### config.mk
export PLATFORM = sky130hd
export DESIGN_NAME = ahb_sram_slave
export DESIGN_NICKNAME = d
export VERILOG_FILES = /design/src/rtl/ahb_sram_pkg.sv /design/src/rtl/ahb_sram_regfile.sv /design/src/rtl/ahb_sram_slave.sv
export SDC_FILE = /design/constraint.sdc
export NUM_CORES = 2
export LEC_CHECK = 0
export ABC_AREA = 1
export CAP_MARGIN = 0
export CORE_ASPECT_RATIO = 2
export CORE_MARGIN = 3
export CORE_UTILIZATION = 48
export CTS_BUF_LIST = sky130_fd_sc_hd__clkbuf_4 sky130_fd_sc_hd__clkbuf_8
export DETAILED_ROUTE_END_ITERATION = 10
export DONT_BUFFER_PORTS = 1
export HOLD_SLACK_MARGIN = 0.02
export PLACE_DENSITY = 0.63
export SETUP_SLACK_MARGIN = 0.5
export SYNTH_ARGS = -nofsm -noshare
export SYNTH_HDL_FRONTEND = slang
export SYNTH_SLANG_ARGS = --single-unit
### constraint.sdc
create_clock -name i_clk -period 3.9 [get_ports i_clk]
set_input_delay 0.78 -clock i_clk [delete_from_list [all_inputs] [get_ports i_clk]]
set_output_delay 0.78 -clock i_clk [all_outputs]
set_load 0.005 [all_outputs]
### src/rtl/ahb_sram_pkg.sv
// Shared types and bus encodings for the AHB-Lite SRAM slave.
package ahb_sram_pkg;

  typedef enum logic [2:0] {
    IDLE = 3'd0,
    WAIT = 3'd1,
    LAST = 3'd2,
    ERR1 = 3'd3,
    ERR2 = 3'd4
  } state_t;

  localparam logic HRESP_OKAY    = 1'b0;
  localparam logic HRESP_ERROR   = 1'b1;
  localparam logic HTRANS_IDLE   = 1'b0;
  localparam logic HTRANS_ACTIVE = 1'b1;

endpackage

### src/rtl/ahb_sram_regfile.sv
// Word storage: synchronous write, asynchronous read, synchronous clear of every word.
module ahb_sram_regfile #(
  parameter int DATA_WIDTH = 32,
  parameter int DEPTH      = 64,
  parameter int IDX_W      = (DEPTH > 1) ? $clog2(DEPTH) : 1
) (
  input  logic                  i_clk,
  input  logic                  i_clear,
  input  logic                  i_we,
  input  logic [IDX_W-1:0]      i_waddr,
  input  logic [DATA_WIDTH-1:0] i_wdata,
  input  logic [IDX_W-1:0]      i_raddr,
  output logic [DATA_WIDTH-1:0] o_rdata
);

  logic [DATA_WIDTH-1:0] mem_q [DEPTH];

  // Clear wins over a pending write so an aborted transfer never lands.
  always_ff @(posedge i_clk) begin
    if (i_clear) begin
      for (int i = 0; i < DEPTH; i++) begin
        mem_q[i] <= '0;
      end
    end else if (i_we) begin
      mem_q[i_waddr] <= i_wdata;
    end
  end

  assign o_rdata = mem_q[i_raddr];

endmodule

### src/rtl/ahb_sram_slave.sv
// AHB-Lite SRAM slave: address decode, wait-state/error FSM and data-phase muxing.
module ahb_sram_slave
  import ahb_sram_pkg::*;
#(
  parameter int                    ADDR_WIDTH  = 32,
  parameter int                    DATA_WIDTH  = 32,
  parameter int                    DEPTH       = 64,
  parameter int                    WAIT_STATES = 0,
  parameter logic [ADDR_WIDTH-1:0] BASE_ADDR   = '0
) (
  input  logic                  i_clk,
  input  logic                  i_reset,
  input  logic                  i_hselx,
  input  logic                  i_htrans,
  input  logic                  i_hwrite,
  input  logic [ADDR_WIDTH-1:0] i_haddr,
  input  logic [DATA_WIDTH-1:0] i_hwdata,
  input  logic                  i_hready,
  output logic                  o_hreadyout,
  output logic [DATA_WIDTH-1:0] o_hrdata,
  output logic                  o_hresp,
  output state_t                o_dbg_state
);

  localparam int                  IDX_W   = (DEPTH > 1) ? $clog2(DEPTH) : 1;
  localparam logic [ADDR_WIDTH:0] LIMIT   = (ADDR_WIDTH + 1)'(DEPTH * 4);
  localparam logic [2:0]          WS_INIT = (WAIT_STATES > 0) ? 3'(WAIT_STATES - 1) : 3'd0;

  state_t                state_q, state_d;
  logic [2:0]            cnt_q, cnt_d;
  logic                  write_q, write_d;
  logic [IDX_W-1:0]      idx_q, idx_d;

  logic                  accept;
  logic                  take;
  logic                  addr_err;
  logic [ADDR_WIDTH-1:0] offset;
  logic                  mem_we;
  logic [DATA_WIDTH-1:0] mem_rdata;

  // Below-base addresses wrap to huge offsets and fall out of the window.
  assign offset   = i_haddr - BASE_ADDR;
  assign addr_err = (i_haddr[1:0] != 2'b00) || ({1'b0, offset} >= LIMIT);
  assign accept   = i_hselx && (i_htrans == HTRANS_ACTIVE) && i_hready;

  always_comb begin
    state_d     = state_q;
    cnt_d       = cnt_q;
    write_d     = write_q;
    idx_d       = idx_q;
    take        = 1'b0;
    o_hreadyout = 1'b1;
    o_hresp     = HRESP_OKAY;
    o_hrdata    = '0;

    case (state_q)
      IDLE: take = accept;
      WAIT: begin
        o_hreadyout = 1'b0;
        if (cnt_q == 3'd0) state_d = LAST;
        else               cnt_d   = cnt_q - 3'd1;
      end
      LAST: begin
        if (!write_q) o_hrdata = mem_rdata;
        state_d = IDLE;
        take    = accept;
      end
      ERR1: begin
        o_hreadyout = 1'b0;
        o_hresp     = HRESP_ERROR;
        state_d     = ERR2;
      end
      ERR2: begin
        o_hresp = HRESP_ERROR;
        state_d = IDLE;
        take    = accept;
      end
      default: state_d = IDLE;
    endcase

    // A new address phase may be taken only when the previous data phase is ending.
    if (take) begin
      write_d = i_hwrite;
      idx_d   = offset[IDX_W+1:2];
      if (addr_err) begin
        state_d = ERR1;
      end else if (WAIT_STATES == 0) begin
        state_d = LAST;
      end else begin
        state_d = WAIT;
        cnt_d   = WS_INIT;
      end
    end
  end

  always_ff @(posedge i_clk) begin
    if (i_reset) begin
      state_q <= IDLE;
      cnt_q   <= '0;
      write_q <= 1'b0;
      idx_q   <= '0;
    end else begin
      state_q <= state_d;
      cnt_q   <= cnt_d;
      write_q <= write_d;
      idx_q   <= idx_d;
    end
  end

  // Write lands on the edge closing LAST, ahead of any following read data phase.
  assign mem_we      = (state_q == LAST) && write_q;
  assign o_dbg_state = state_q;

  ahb_sram_regfile #(
    .DATA_WIDTH (DATA_WIDTH),
    .DEPTH      (DEPTH),
    .IDX_W      (IDX_W)
  ) u_regfile (
    .i_clk   (i_clk),
    .i_clear (i_reset),
    .i_we    (mem_we),
    .i_waddr (idx_q),
    .i_wdata (i_hwdata),
    .i_raddr (idx_q),
    .o_rdata (mem_rdata)
  );

endmodule

# Word-level counts from Yosys, hierarchy flattened

Memories as Yosys holds them, arrays and structs flattened. A register that Yosys moved wholly into a read port is not among the register bits.
Cells that the tools add are included.

Add/subtract/negate cells: 1
Order comparisons: 1
Equal/unequal tests: 6
Multiplexer cells: 19
Bitwise operators: 1
Reductions and logical operators: 13

Operators by type and width:

| kind                  | count |
|---|---|
| $mux W32              | 3 |
| $ge A32 B9 Y1 const B | 1 |
| $reduce_or A32 Y1     | 1 |
| $mux W6               | 3 |
| $mux W1               | 10 |
| $pmux W3 S3           | 1 |
| $eq A3 B2 Y1 const B  | 2 |
| $logic_not A3 Y1      | 2 |
| $mux W3               | 2 |
| $reduce_and A2 Y1     | 2 |
| $reduce_or A2 Y1      | 2 |
| $eq A3 B1 Y1 const B  | 1 |
| $eq A3 B3 Y1 const B  | 1 |
| $logic_and A1 B1 Y1   | 3 |
| $ne A3 B3 Y1 const B  | 1 |
| $reduce_or A3 Y1      | 1 |
| $sub A3 B1 Y3 const B | 1 |
| $ne A2 B2 Y1 const B  | 1 |
| $reduce_bool A2 Y1    | 1 |
| $logic_or A1 B1 Y1    | 1 |
| $not A1 Y1            | 1 |

Flip-flop bits (word level): 13
Memory bits (writable): 2048
Input port bits: 70
Output and inout port bits: 37
Memories kept: 1

Memory list:

| name            | words | width | read ports | clocked after Yosys merged registers in | wr ports | RTL line               | RTL |
|---|---|---|---|---|---|---|---|
| u_regfile.mem_q | 64    | 32    | 1          | 1                                       | 64       | ahb_sram_regfile.sv:16 | `logic [DATA_WIDTH-1:0] mem_q [DEPTH];` |

# Depth between registers and ports, before layout

Depth after elaboration: 7
Mapped depth: 14
Depth with buffers taken out: 11

# Hierarchy

Synthesis repeated with hierarchy kept, for this count alone.

Cells, all modules: 9468
Area, all modules: 92282.3 µm²

By module, submodules not included:

| module           | times used | cells an instance | area an instance (µm²) | seq. area each (µm²) |
|---|---|---|---|---|
| ahb_sram_regfile | 1          | 9294              | 91327.6                | 61499.0 |
| ahb_sram_slave   | 1          | 174               | 954.7                  | 260.2 |

# Worst setup path after synthesis

No wires, ideal clock.

Kind: input port to flip-flop
From: in i_reset
To: mem u_regfile.mem_q[0][0] (enable)
Setup time: 389 ps
Arrival: 2567 ps
Required time: 3511 ps
Slack: 944 ps
Stages: 6
Path buffers: 1
Cells stage by stage: inv_1 nand3_1 nor3_2 nand2_1 clkbuf_1 nand2_1

RTL lines:

| what            | RTL line               | RTL |
|---|---|---|
| start, declared | ahb_sram_slave.sv:12   | `input logic i_reset,` |
| end, declared   | ahb_sram_regfile.sv:16 |  |

==> results.toml <==
[power]
power_uw = 46650
p_leak_uw = 0.04147
peakVddDrop_uv = 246.5
powerDensity_nw_per_um2 = 439.7

[synthesis]
async_flop_share_pct = 0
synth_seq_area_share_pct = 67.20
syn_area_um2 = 92080
yosys.area.top_type = "edfxtp_1"
synth_common_cells = "2472 x nand2_1, 2136 x nor2_1, 2048 x edfxtp_1, 1763 x nand3_1, 725 x clkbuf_1"
netlist_instances = 9446
synth-warning-count = 0
synth_top_cell_area_share_pct = 66.79
postSynthAreaPerCell_um2 = 9.748
yosys.cell_types.count = 23
syn_nets = 9518
synthFlopType = "edfxtp_1"
synth_most_common_cell = "nand2_1"
synth-edff-count = 2048
synth_area_leaders = "edfxtp_1 67%, nand2_1 10%, nand3_1 9.6%"
ys_ff_latch = 2067

[route]
drt-wirelength-per-cell_um = 27.84
avgViaCountPerCell = 6.044
routed-via-count = 73220
drc = 0
antenna_left = 0
initialDrtViolationCount = 9470
wl_um = 337300
firstDrtPassIters = 6

[global_routing]
overflow = 0
grt_first_pass_wirelength_um = 479300
grt_util_all_layers_pct = 33.38
antenna_found_initial = 10
grt_max_degree = 99
grt_pass1_vias = 70900

[timing]
fmax_ghz = 0.2453
setup_violations = 31
rsz0062_at_grt = "yes"
setup_slack_ns = -0.1769
hold_viol_final = 0
slew_violations = 0
finalCriticalPeriod_ns = 4.077
worstMarginPinSlew_ns = 1.181
relSlewSlack_pct = 20.84
skew_ns = 0.04064
min_period_over_period_pct = 104.5
final.setup.tns_ns = -2.753

[layout]
layout-drive-gt1-share_pct = 13.78
multi_input_area_um2 = 28730
seq_area_um2 = 61900
area_growth_pct = 15.24
post-route-util_pct = 55.84
fill_cells = 16270
fin_area_um2 = 106100
nNetsFinal = 9467

[cts]
clk_latency_ns = 0.92
cts_made_buffers = 293
cts_tree = "yes"
cts.sinks = 2067
path_clk_slew_ns = 0.07
clockBufferDepth = 4
htree_levels = 5
cts-root-buf = "clkbuf_8"

[worst_hold_path]
hp-class = "input pin to flip-flop"

[setup_path]
crit_arrival_ns = 3.30
crit_fanout = 23
crit_type = "flip-flop to output port"
slowest_delay_ns = 0.39
crit_top_cell = "nand3_1"
cp_slowest_cell = "dfxtp_4"
end_kind = "output port"
worstPathCellList = "buf_12 > clkinv_8 > bufbuf_16 > nand2_1 > nand3_1 > nand3_1 > nand3_4 > nand3_1 > nand3_1 > nand2_2 > nor2_2 > buf_4"
critPathLaunchType = "flip-flop"
worst_ep_required_time_ns = 3.12

[die]
coreArea_um2 = 190000
die_x_um = 315.7
row_count = 226
io_pins = 107
start_util_pct = 48.46
die_y_um = 625.4
dieArea_um2 = 197400

[flow_run]
cap_violations = 0

[placement]
place_worst_setup_slack_ns = -0.01655
gp_congestion = 0.9400
place_hpwl_um = 198400
io_buffers = 0
placed_area_um2 = 96380

[status]
status = "complete, but fails checks"
violations = "negative setup slack"
==> metrics by stage <==
stage                     hold WS (ns)  cells
after detailed placement        0.4838  11520
final                           0.1222  12120
after floorplan                 0.4225   9446
after global placement          0.4329  11520
after CTS                      0.05264  12090
after global routing            0.1215  12110
==> timing repair <==
| action | in CTS | in global routing |
|---|---|---|
| pin swaps | 40 | 56 |
| hold buffers | 2 | 0 |
| setup buffers | 29 | 3 |
| gates resized for setup | 366 | 170 |
| endpoints found under the setup margin | 32 | 32 |
| hold endpoints to repair | 4 | 0 |
| gates cloned | 41 | 16 |
==> layout by cell type (no fill, tap or decap), types with 26 or more instances in the layout <==
cell and count:
nand3_4 50, nand3_2 139, nand2_1 2382, clkinv_1 63, nand3_1 1574, buf_16 60, buf_12 80, nand2_2 74
clkinv_2 31, clkbuf_4 91, o21ai_0 33, inv_2 33, nor2_2 26, nor2_1 2093, clkbuf_8 298, edfxtp_1 2048
buf_4 292
==> state kept, by name (all words and copies together) (netlist names), named ones only <==
signal	count
write_q	1
u_regfile.mem_q	2048
o_dbg_state	3
cnt_q	3
idx_q	6
==> power breakdown <==
part / internal, uW / switching [uW]
clock network: 8170 / 8340
registers: 25100 / 250
logic: 1310 / 3520
total: 34500 / 12100
==> critical path: cells and delay by family, from the launching register on <==
| family | cells | cell delay (ns) |
|---|---|---|
| buffers and inverters | 4 | 0.83 |
| flip-flops | 1 | 0.39 |
| AND/OR/NAND/NOR | 8 | 1.16 |
==> area by class of cell <==
class                   instances  area share, %
repair buffers                491          6.261
flip-flops and latches       2067          58.33
inverters                      54         0.2476
well taps                    2508          2.957
clock inverters               109         0.5507
clock buffers                 389          4.509
multi-input cells            6485          27.08
repair inverters                3        0.04127
diodes                          9        0.02122
==> path summary, 6_finish.rpt <==
| kind | from | to | slack (ns) | depth (start not counted) |
|---|---|---|---|---|
| setup reg to reg | o_dbg_state[1] | u_regfile.mem_q[9][20] | 0.81 | 9 |
| setup / recovery | flip-flop | o_hrdata[14] | -0.18 | 12 |
| hold reg to reg | cnt_q[0] | cnt_q[0] | 0.49 | 1 |
| hold / removal | i_haddr[6] | idx_q[4] | 0.12 | 2 |
==> layer usage <==
layer	share of wire, %	vias up	track usage, %
met5	0	-	0
met4	9.9	0	28.36
met3	9.7	1055	5.143
met2	48	4754	55.00
met1	32	35790	37.96
li1	-	31620	-
==> cell families (layout without fill, tap and decap cells) <==
kind of cell,after synthesis,in the layout,synth area share [%]
flip-flops,2067,2067,67.20
other,0,9,0
AO/OA/AOI/OAI,87,87,0.4933
buffers and inverters,894,1046,3.699
AND/OR/NAND/NOR,6396,6396,28.58
adder cells (fa/ha/maj),2,2,0.02717
Note: power is estimated with default switching activity, not from simulation.
